<file path="config.mk">
export PLATFORM = sky130hd
export DESIGN_NAME = multi_debouncer
export DESIGN_NICKNAME = d
export VERILOG_FILES = /design/src/rtl/multi_debouncer.sv
export SDC_FILE = /design/constraint.sdc
export NUM_CORES = 1
export LEC_CHECK = 0
export BUFFER_PORTS_ARGS = -buffer_cell sky130_fd_sc_hd__buf_2
export CAP_MARGIN = 20
export CORE_MARGIN = 3
export CORE_UTILIZATION = 45
export DETAILED_ROUTE_END_ITERATION = 10
export GPL_ROUTABILITY_DRIVEN = 0
export PLACE_DENSITY = 0.78
export RECOVER_POWER = 100
export SLEW_MARGIN = 10
export SYNTH_ARGS = -nofsm -noshare
export SYNTH_HDL_FRONTEND = slang
export SYNTH_SLANG_ARGS = --single-unit
</file>
<file path="constraint.sdc">
create_clock -name clk -period 1.2 [get_ports clk]
set_input_delay 0.06 -clock clk [delete_from_list [all_inputs] [get_ports clk]]
set_output_delay 0.06 -clock clk [all_outputs]
set_load 0.05 [all_outputs]
</file>
<file path="src/rtl/multi_debouncer.sv">
// multi_debouncer: N-channel debouncer with 2-FF synchronisers, a shared sample
// prescaler and per-channel stability counters producing levels and edge strobes.
module multi_debouncer #(
  parameter int                  CHANNELS      = 4,
  parameter int                  STABLE_CYCLES = 4,
  parameter int                  SAMPLE_DIV    = 1,
  parameter logic [CHANNELS-1:0] RESET_LEVEL   = {CHANNELS{1'b0}}
) (
  input  logic                clk,
  input  logic                rst_n,
  input  logic [CHANNELS-1:0] in,
  output logic [CHANNELS-1:0] out,
  output logic [CHANNELS-1:0] rise,
  output logic [CHANNELS-1:0] fall,
  output logic                any_change
);

  localparam int PW = (SAMPLE_DIV > 1) ? $clog2(SAMPLE_DIV) : 1;
  localparam int CW = $clog2(STABLE_CYCLES + 1);
  localparam logic [PW-1:0] PRESC_LAST = PW'(SAMPLE_DIV - 1);
  localparam logic [CW-1:0] CNT_LAST   = CW'(STABLE_CYCLES - 1);

  logic [CHANNELS-1:0] sync1_r;
  logic [CHANNELS-1:0] sync2_r;
  logic [PW-1:0]       presc_r;
  logic [PW-1:0]       presc_s;
  logic                tick_s;
  logic [CW-1:0]       cnt_r [CHANNELS];
  logic [CW-1:0]       cnt_s [CHANNELS];
  logic [CHANNELS-1:0] out_r;
  logic [CHANNELS-1:0] out_s;
  logic [CHANNELS-1:0] rise_r;
  logic [CHANNELS-1:0] rise_s;
  logic [CHANNELS-1:0] fall_r;
  logic [CHANNELS-1:0] fall_s;
  logic                any_r;

  assign out        = out_r;
  assign rise       = rise_r;
  assign fall       = fall_r;
  assign any_change = any_r;

  // Sample prescaler: tick on the last count of every SAMPLE_DIV-cycle window.
  always_comb begin
    presc_s = presc_r;
    tick_s  = 1'b1;
    if (SAMPLE_DIV > 1) begin
      tick_s = (presc_r == PRESC_LAST);
      if (tick_s) begin
        presc_s = '0;
      end else begin
        presc_s = presc_r + PW'(1);
      end
    end else begin
      presc_s = '0;
    end
  end

  // Per-channel stability counting and commit decision on each sample tick.
  always_comb begin
    out_s  = out_r;
    rise_s = '0;
    fall_s = '0;
    for (int i = 0; i < CHANNELS; i++) begin
      cnt_s[i] = cnt_r[i];
      if (!tick_s) begin
        cnt_s[i] = cnt_r[i];
      end else if (sync2_r[i] == out_r[i]) begin
        cnt_s[i] = '0;
      end else if (cnt_r[i] == CNT_LAST) begin
        // commit: the new level has been seen on STABLE_CYCLES consecutive ticks
        out_s[i]  = sync2_r[i];
        cnt_s[i]  = '0;
        rise_s[i] = sync2_r[i];
        fall_s[i] = ~sync2_r[i];
      end else begin
        cnt_s[i] = cnt_r[i] + CW'(1);
      end
    end
  end

  // State registers: synchronisers, prescaler, counters and registered outputs.
  always_ff @(posedge clk or negedge rst_n) begin
    if (!rst_n) begin
      sync1_r <= RESET_LEVEL;
      sync2_r <= RESET_LEVEL;
      presc_r <= '0;
      out_r   <= RESET_LEVEL;
      rise_r  <= '0;
      fall_r  <= '0;
      any_r   <= 1'b0;
      for (int i = 0; i < CHANNELS; i++) begin
        cnt_r[i] <= '0;
      end
    end else begin
      sync1_r <= in;
      sync2_r <= sync1_r;
      presc_r <= presc_s;
      out_r   <= out_s;
      rise_r  <= rise_s;
      fall_r  <= fall_s;
      any_r   <= |(rise_s | fall_s);
      for (int i = 0; i < CHANNELS; i++) begin
        cnt_r[i] <= cnt_s[i];
      end
    end
  end

endmodule

</file>
==> results.json <==
{
  "post-place-ws_ns": 0.00633,
  "timing.rr.end": "out[2]$_DFFE_PN0P_",
  "clockBufferDepth": 2,
  "io_pins": 19,
  "antenna_found_initial": 0,
  "regToRegStartpoint": "cnt_r[3]$_DFF_PN0_",
  "whs_ns": 0.220,
  "intPower_mw": 2.06,
  "fin_area_mm2": 0.00147,
  "core_mm2": 0.00250,
  "required_ns": 1.41,
  "tns_ns": 0,
  "p_per_area_mw_per_mm2": 2200,
  "synth_cells": 79,
  "rsz0062_at_grt": "false",
  "seq_area_frac_synth": 0.693,
  "syn2layout_area_growth_pct": 23.1,
  "hold_path.class": "input pin to asynchronous set/reset pin",
  "finalHoldViolCount": 0,
  "slew_headroom": 0.704,
  "drv_slew": 0,
  "sequentialPowerShare": 0.465,
  "yosysWarnings": 0,
  "drive_gt1_frac": 0.330,
  "start_util": 0.477,
  "grt_pass1_vias": 711,
  "period_needed_ns": 1.14,
  "fin_crit_sh": 0.953,
  "peakVddDrop_mv": 1.54,
  "clock_sinks": 33,
  "die_h_um": 57.5,
  "worst_pin_slew_ns": 0.444,
  "final-setup-viol-count": 0,
  "ant_nets": 0,
  "vias": 688,
  "fillers": 206,
  "status": "finished clean",
  "std_cell_rows": 18,
  "rrSetupSlack_ns": 0.06,
  "ff2ff_path_depth": 3,
  "cts.clk_slew.worst_paths_ns": 0.10,
  "worstSetupEndpointType": "flop",
  "max_cap_violations": 0,
  "regArea_um2": 827,
  "multi_input_area_um2": 358,
  "drt_first_pass_iters": 4,
  "wl_met3_um": 100,
  "cp_data_arrival_time_ns": 1.35,
  "crit_type": "flop to flop",
  "syn_avg_cell_area_um2": 15.1,
  "crit_path_start_kind": "flop",
  "syn-num-nets": 89,
  "p_switching_mw": 1.17,
  "p_leak_nw": 0.731,
  "cts_buffers": 5,
  "wire_per_inst_um": 12.3,
  "viasPerCell": 4.74,
  "ys_ff_latch": 33,
  "die_area_mm2": 0.00330,
  "synth_cell_types": 18,
  "drc": 0,
  "placement.cell_area_mm2": 0.00135,
  "wl_met2_um": 903,
  "syn_area_mm2": 0.00119,
  "insertion_delay_ns": 0.33,
  "grt_max_degree": 20,
  "combPwrFrac": 0.322,
  "cp_max_fo": 3,
  "n_antenna_cell": 0,
  "m1WireLength_um": 744,
  "h-tree-depth": 2,
  "die_w_um": 57.5,
  "power.share.switching": 0.362,
  "grt_pass1_wl_um": 3010,
  "total_power_mw": 3.23,
  "cts_tree": "built",
  "top_layer_used": "met4",
  "clockPowerShare": 0.213,
  "hpwl_um": 1250,
  "grt-ovfl-total": 0,
  "track_usage": 0.127,
  "fmaxAchievable_ghz": 0.875,
  "nets": 124,
  "drt_wl_total_um": 1790,
  "worst_slack_ns": 0.0569,
  "portBuffers": 18,
  "clock_skew_ns": 0.00785,
  "root_buffer": "clkbuf_4",
  "drt_iter0_drc": 6
}
==> cells in the mapped netlist <==
library cell,instances,area (µm²)
nor3b_1,10,75.1
nor2b_1,1,6.26
inv_1,1,3.75
nor2_1,4,15.0
ha_1,4,50.1
xnor2_1,2,17.5
mux2_1,1,11.3
mux2_2,3,33.8
nor3b_2,1,12.5
and3_1,4,25.0
o221ai_1,1,8.76
dfrtp_1,33,826
nand2_1,4,15.0
xor2_1,4,35.0
nand2b_1,2,12.5
a32oi_1,1,8.76
nand2b_4,2,27.5
and3b_1,1,8.76
==> cells by family (layout without fill, tap and decap cells) <==
kind of cell,Yosys count,after routing,synth area share
and+or+nand+nor,29,29,0.166
xor gates and xnor gates,6,6,0.0441
adders and majority gates,4,4,0.0420
buffers and inverters,1,37,0.00314
AOI/OAI and AO/OA,2,2,0.0147
DFF,33,33,0.693
muxes,4,4,0.0378
==> sequential cells by signal, indices dropped and copies added (netlist names) <==
register,flops
sync1_r,4
out,4
fall,4
any_change,1
rise,4
sync2_r,4
cnt_r,12
==> critical path, cell delays in order (launching register included) <==
cell and delay [ns]:
dfrtp_1 0.39, ha_1 0.23, nand2b_1 0.10, mux2_1 0.32
==> power by group through the flow <==
stage	clock [mW]	combinational (mW)	sequential (mW)
CTS	0.718	1.05	1.50
global route	0.772	1.15	1.53
detailed placement	0	1.04	1.52
global placement	0	0.994	1.51
finish	0.689	1.04	1.50
floorplan	0	0.422	1.85
==> cell type report <==
type	count	share of cell area
clock inverters	1	0.00341
well taps	30	0.0256
flip-flops and latches	33	0.564
clock buffers	7	0.0443
multi-input cells	45	0.244
repair buffers	28	0.117
inverters	1	0.00256
==> placed cells by master (no fill, tap or decap), drive strengths merged <==
cell type,instances
nor2,4
xor2,4
clkbuf,22
nand2,4
and3,4
o221ai,1
dlygate4sd3,5
buf,8
xnor2,2
clkinv,1
nor2b,1
nor3b,11
dfrtp,33
ha,4
inv,1
and3b,1
a32oi,1
nand2b,4
mux2,4
==> timing repair <==
action / 4_1_cts / 5_1_grt
setup buffers: 0 / 1
hold buffers: 5 / 0
endpoints found under the hold margin: 22 / 0
setup endpoints to repair: 0 / 5
resized for setup: 0 / 5
==> metrics by stage <==
step / util / std cells
6_report: 0.587 / 145
2_1_floorplan: - / 79
5_1_grt: 0.587 / 145
4_1_cts: 0.589 / 144
3_3_place_gp: 0.541 / 131
3_5_place_dp: 0.541 / 131
==> how the worst max path moves through the flow <==
stage | from | to | slack, ns | cells after the start
after floorplan | cnt_r[3]$_DFF_PN0_ | out[2]$_DFFE_PN0P_ | 0.03 | 3
after global placement | cnt_r[0]$_DFF_PN0_ | any_change$_DFF_PN0_ | 0.05 | 4
after detailed placement | cnt_r[0]$_DFF_PN0_ | out[3]$_DFFE_PN0P_ | 0.006 | 3
after CTS | cnt_r[0]$_DFF_PN0_ | out[3]$_DFFE_PN0P_ | 0.004 | 3
after global routing | cnt_r[3]$_DFF_PN0_ | cnt_r[3]$_DFF_PN0_ | 0.006 | 5
final | cnt_r[3]$_DFF_PN0_ | out[2]$_DFFE_PN0P_ | 0.06 | 3
==> per-layer routing <==
layer / global-route usage / vias to the layer above
li1: - / 347
met1: 0.129 / 322
met2: 0.210 / 14
met3: 0.0520 / 5
met4: 0.0894 / 0
met5: 0 / -
(Power assumes the default switching activity.)
